==> src/rtl/blk_mem_arbiter.sv <==
// Block-wide memory port arbiter for I-cache refill, D-cache refill and D-cache writeback.
// One 256-bit transaction at a time; fixed priority with an I-side starvation guard.
module blk_mem_arbiter #(
  parameter int ADDR_W       = 32,
  parameter int BLK_W        = 256,
  parameter int STARVE_LIMIT = 2
) (
  input  logic              CLK,
  input  logic              RESET,
  input  logic              i_req,
  input  logic [ADDR_W-1:0] i_addr,
  output logic [BLK_W-1:0]  i_data,
  output logic              i_done,
  input  logic              d_rd_req,
  input  logic              d_wr_req,
  input  logic [ADDR_W-1:0] d_addr,
  input  logic [BLK_W-1:0]  d_wdata,
  output logic [BLK_W-1:0]  d_rdata,
  output logic              d_done,
  output logic [ADDR_W-1:0] mem_addr,
  output logic              mem_blk_read,
  output logic              mem_blk_write,
  output logic [BLK_W-1:0]  mem_wdata,
  input  logic [BLK_W-1:0]  mem_rdata,
  input  logic              mem_rd_valid,
  input  logic              mem_wr_valid,
  output logic              busy
);

  localparam int CNT_W = (STARVE_LIMIT > 0) ? $clog2(STARVE_LIMIT + 1) : 1;
  localparam logic [CNT_W-1:0]  LIMIT = CNT_W'(STARVE_LIMIT);
  localparam logic [ADDR_W-1:0] ALIGN = ~ADDR_W'(31);

  typedef enum logic [2:0] {IDLE, IRD, DRD, DWR, RESP} state_t;

  state_t            state;
  logic              owner_i;
  logic [CNT_W-1:0]  starve_cnt;
  logic [ADDR_W-1:0] addr_q;
  logic [BLK_W-1:0]  wdata_q;
  logic              gnt_i;
  logic              gnt_dw;
  logic              gnt_dr;

  // Starvation guard overrides the fixed D-over-I priority
  always_comb begin
    gnt_i  = 1'b0;
    gnt_dw = 1'b0;
    gnt_dr = 1'b0;
    if (state == IDLE) begin
      if (i_req && (starve_cnt == LIMIT)) gnt_i  = 1'b1;
      else if (d_wr_req)                  gnt_dw = 1'b1;
      else if (d_rd_req)                  gnt_dr = 1'b1;
      else if (i_req)                     gnt_i  = 1'b1;
    end
  end

  always_ff @(posedge CLK or negedge RESET) begin
    if (!RESET) begin
      state      <= IDLE;
      owner_i    <= 1'b0;
      starve_cnt <= '0;
      addr_q     <= '0;
      i_data     <= '0;
      d_rdata    <= '0;
    end else begin
      case (state)
        IDLE: begin
          if (gnt_i) begin
            state      <= IRD;
            owner_i    <= 1'b1;
            addr_q     <= i_addr & ALIGN;
            starve_cnt <= '0;
          end else if (gnt_dw || gnt_dr) begin
            state   <= gnt_dw ? DWR : DRD;
            owner_i <= 1'b0;
            addr_q  <= d_addr & ALIGN;
            if (i_req && (starve_cnt != LIMIT)) starve_cnt <= starve_cnt + CNT_W'(1);
          end
        end
        IRD, DRD: begin
          if (mem_rd_valid) begin
            if (state == IRD) i_data  <= mem_rdata;
            else              d_rdata <= mem_rdata;
            state <= RESP;
          end
        end
        DWR:     if (mem_wr_valid) state <= RESP;
        RESP:    state <= IDLE;
        default: state <= IDLE;
      endcase
    end
  end

  // Writeback data is only observable in DWR, so it needs no reset
  always_ff @(posedge CLK) begin
    if (gnt_dw) wdata_q <= d_wdata;
  end

  assign mem_addr      = addr_q;
  assign mem_blk_read  = (state == IRD) || (state == DRD);
  assign mem_blk_write = (state == DWR);
  assign mem_wdata     = (state == DWR) ? wdata_q : '0;
  assign i_done        = (state == RESP) && owner_i;
  assign d_done        = (state == RESP) && !owner_i;
  assign busy          = (state != IDLE);

endmodule
==> config.mk <==
export PLATFORM = sky130hd
export DESIGN_NAME = blk_mem_arbiter
export DESIGN_NICKNAME = d
export VERILOG_FILES = /design/src/rtl/blk_mem_arbiter.sv
export SDC_FILE = /design/constraint.sdc
export NUM_CORES = 1
export LEC_CHECK = 0
export BUFFER_PORTS_ARGS = -buffer_cell sky130_fd_sc_hd__buf_2
export CORE_AREA = 2 2 547 549
export DETAILED_ROUTE_END_ITERATION = 8
export DIE_AREA = 0 0 549 551
export PLACE_DENSITY = 0.35
export SYNTH_ARGS = -nofsm -noshare
export SYNTH_HDL_FRONTEND = slang
export SYNTH_SLANG_ARGS = --single-unit
==> constraint.sdc <==
create_clock -name CLK -period 9.4 [get_ports CLK]
set_input_delay 0.94 -clock CLK [delete_from_list [all_inputs] [get_ports CLK]]
set_output_delay 0.94 -clock CLK [all_outputs]
set_load 0.05 [all_outputs]
==> results.json <==
{
  "yosysSeqAreaShare": 0.703,
  "clk_pin_slew_ns": 0.06,
  "crit_path_max_incr_delay_ns": 0.82,
  "dieArea_mm2": 0.302,
  "place_hpwl_mm": 151,
  "rsz0062_at_grt": "false",
  "finalClockSkew_ns": 0.0806,
  "viasPerCell": 3.00,
  "yosys.area.top_type_share": 0.450,
  "ys_ff_latch": 801,
  "tns_ns": 0,
  "pwr-share-clk": 0.216,
  "synth-async-reset-ratio": 0.680,
  "nets": 3778,
  "period_share": 0.493,
  "path_class": "reg -> out",
  "met2WireLength_mm": 90.2,
  "die_w_um": 549,
  "wire_per_inst_um": 24.8,
  "floorplan.initialDensity": 0.102,
  "clock_path_buffers": 4,
  "cts_tree": "yes",
  "top_layer_used": "met5",
  "clock-sinks": 801,
  "grt_overflow": 0,
  "grt_pass1_vias": 22461,
  "slew_viol_final": 0,
  "drive_above_1_share": 0.575,
  "switchingPower_w": 0.00941,
  "stdcell_count": 7310,
  "final_util": 0.153,
  "row_count": 200,
  "ant_nets": 0,
  "syn_avg_cell_area_um2": 16.9,
  "crit_required_ns": 8.46,
  "cts_max_level": 3,
  "p_per_area_mw_per_mm2": 421,
  "worst-slew-pin-transition_ns": 1.10,
  "port_buffers": 1372,
  "area_delta_synth_final_pct": 49.4,
  "ys_warn_count": 0,
  "grt_max_degree": 197,
  "finalSetupViolations": 0,
  "crit_slowest_cell": "and3b_4",
  "power_frac_seq": 0.306,
  "combPwrFrac": 0.478,
  "vias": 21903,
  "outcome": "completed",
  "route.detailed.drc": 0,
  "post-synth-top-count-cell": "dfrtp_1",
  "crit_path_end_kind": "output port",
  "synth-edff-count": 256,
  "yosys.area.top_type": "dfrtp_1",
  "relSlewSlack": 0.266,
  "synth_area_leaders": "dfrtp_1, edfxtp_1, mux2_2",
  "drtIter0Drc": 851,
  "synth_ff_type": "dfrtp_1",
  "switching_share": 0.493,
  "layout_min_cycle_time_ns": 4.64,
  "fmax_mhz": 216,
  "ir_drop_v": 0.000161,
  "hold_class": "in -> reg",
  "cap_violations": 0,
  "synth_cell_type_count": 35,
  "clk-insertion-delay-late_ns": 0.82,
  "grt_pass1_wl_mm": 230,
  "dr.pass1.iters": 5,
  "core_area_mm2": 0.296,
  "cts_root_buffer": "clkbuf_16",
  "ys_top_cells_by_count": "dfrtp_1, mux2_2, and2_1, edfxtp_1, mux2_1",
  "dr_wl_met3_mm": 24.6,
  "timing.critical_path.cells": "and3b_4 -> buf_12 -> and2_1 -> buf_2",
  "fill_cells": 33265,
  "wirelength_mm": 181,
  "finalPower_w": 0.0191,
  "cp_max_fo": 196,
  "numCtsBuffers": 106,
  "p_leak_nw": 19.8,
  "gp_congestion": 0.918,
  "fp.dieH_um": 551,
  "dp_cells": 7024,
  "final_hold_viol_count": 0,
  "syn_inst": 1793,
  "internal_power_w": 0.00967,
  "cts_setup_buffers": 0,
  "worst_setup_path_start_kind": "flop",
  "crit_arrival_ns": 3.70,
  "syn_area_mm2": 0.0303,
  "antenna_found_initial": 210,
  "io_pins": 1388,
  "wl_met1_mm": 58.4,
  "grt_util_all_layers": 0.115
}
==> metal layers <==
| metal | vias to the layer above | global-route usage |
|---|---|---|
| met1 | 10769 | 0.107 |
| met5 | - | 0 |
| met2 | 1266 | 0.203 |
| met4 | 150 | 0.0389 |
| li1 | 9258 | - |
| met3 | 460 | 0.0717 |
==> area by class of cell <==
| class | count | area [um2] | area share |
|---|---|---|---|
| Antenna cell | 98 | 245 | 0.00542 |
| Tap cell | 3939 | 4930 | 0.109 |
| Sequential cell | 801 | 21300 | 0.471 |
| Multi-Input combinational cell | 889 | 8150 | 0.180 |
| Clock inverter | 38 | 477 | 0.0105 |
| Clock buffer | 149 | 3010 | 0.0664 |
| Inverter | 4 | 15.0 | 0.000332 |
| Timing Repair Buffer | 1392 | 7130 | 0.157 |
==> final timing paths <==
check,startpoint,endpoint,slack [ns],depth (start not counted)
max,state[2],mem_wdata[44],4.76,4
min,d_wdata[125],wdata_q[125],0.30,1
max reg2reg,state[1],d_rdata[67],5.77,5
min reg2reg,i_data[92],i_data[92],0.48,1
max in group asynchronous,RESET,i_data[181],6.48,4
min in group asynchronous,RESET,i_data[117],0.66,2
==> critical path, delay by kind of cell, from the launching register on <==
kind / cells / cell delay [ns]
buffers and inverters: 2 / 0.82
and+or+nand+nor: 2 / 1.33
DFF: 1 / 0.55
==> repair_timing <==
action / 4_1_cts / 5_1_grt
setup endpoints to repair: 0 / 0
hold buffers: 1 / 0
gates resized for setup: 0 / 0
endpoints found under the hold margin: 1 / 0
==> sequential cells by signal, summed over array words and instances, names as in the netlist <==
| name | flops |
|---|---|
| mem_addr | 27 |
| owner_i | 1 |
| starve_cnt | 2 |
| d_rdata | 256 |
| i_data | 256 |
| wdata_q | 256 |
| state | 3 |
==> through the flow <==
stage	hold slack, ns	setup WS, ns	area, um2
floorplan	0.453	1.91	30300
global placement	0.462	5.21	41500
detailed placement	0.469	5.20	41500
CTS	0.196	4.50	45000
global route	0.215	4.44	45200
finish	0.298	4.76	45300
==> cells in the final DEF (no fill, tap or decap), types with 3 or more instances in the layout <==
| master | netlist | final |
|---|---|---|
| mux2_2 | 331 | 331 |
| o21ai_0 | 5 | 5 |
| edfxtp_1 | 256 | 256 |
| clkinv_1 | 0 | 9 |
| nand2_1 | 6 | 6 |
| buf_4 | 18 | 11 |
| clkbuf_16 | 0 | 107 |
| diode_2 | 0 | 98 |
| clkbuf_8 | 0 | 17 |
| buf_12 | 1 | 8 |
| dfrtp_1 | 545 | 545 |
| conb_1 | 1 | 5 |
| buf_2 | 10 | 1371 |
| nor2_1 | 30 | 30 |
| mux2i_1 | 27 | 27 |
| inv_1 | 4 | 4 |
| a21oi_1 | 29 | 29 |
| and2_1 | 256 | 256 |
| clkinv_2 | 0 | 11 |
| bufinv_16 | 0 | 9 |
| mux2_1 | 181 | 181 |
| clkinvlp_4 | 0 | 3 |
| clkbuf_1 | 25 | 25 |
==> cells by family after synthesis <==
family,Yosys count,synth area share
muxes,539,0.199
other,1,0.000124
AOI/OAI and AO/OA,39,0.00693
xor gates and xnor gates,1,0.000289
adders and majority gates,1,0.000413
and+or+nand+nor,304,0.0603
DFF,801,0.703
buffers and inverters,107,0.0293
==> power by group through the flow <==
stage	clock, W	combinational, W	sequential, W
after floorplan	0	0.00241	0.00996
after global placement	0	0.00927	0.00587
after detailed placement	0	0.00929	0.00592
after CTS	0.00429	0.00930	0.00587
after global routing	0.00442	0.00948	0.00602
final	0.00411	0.00913	0.00584
Power figures use the tool's default switching activity.
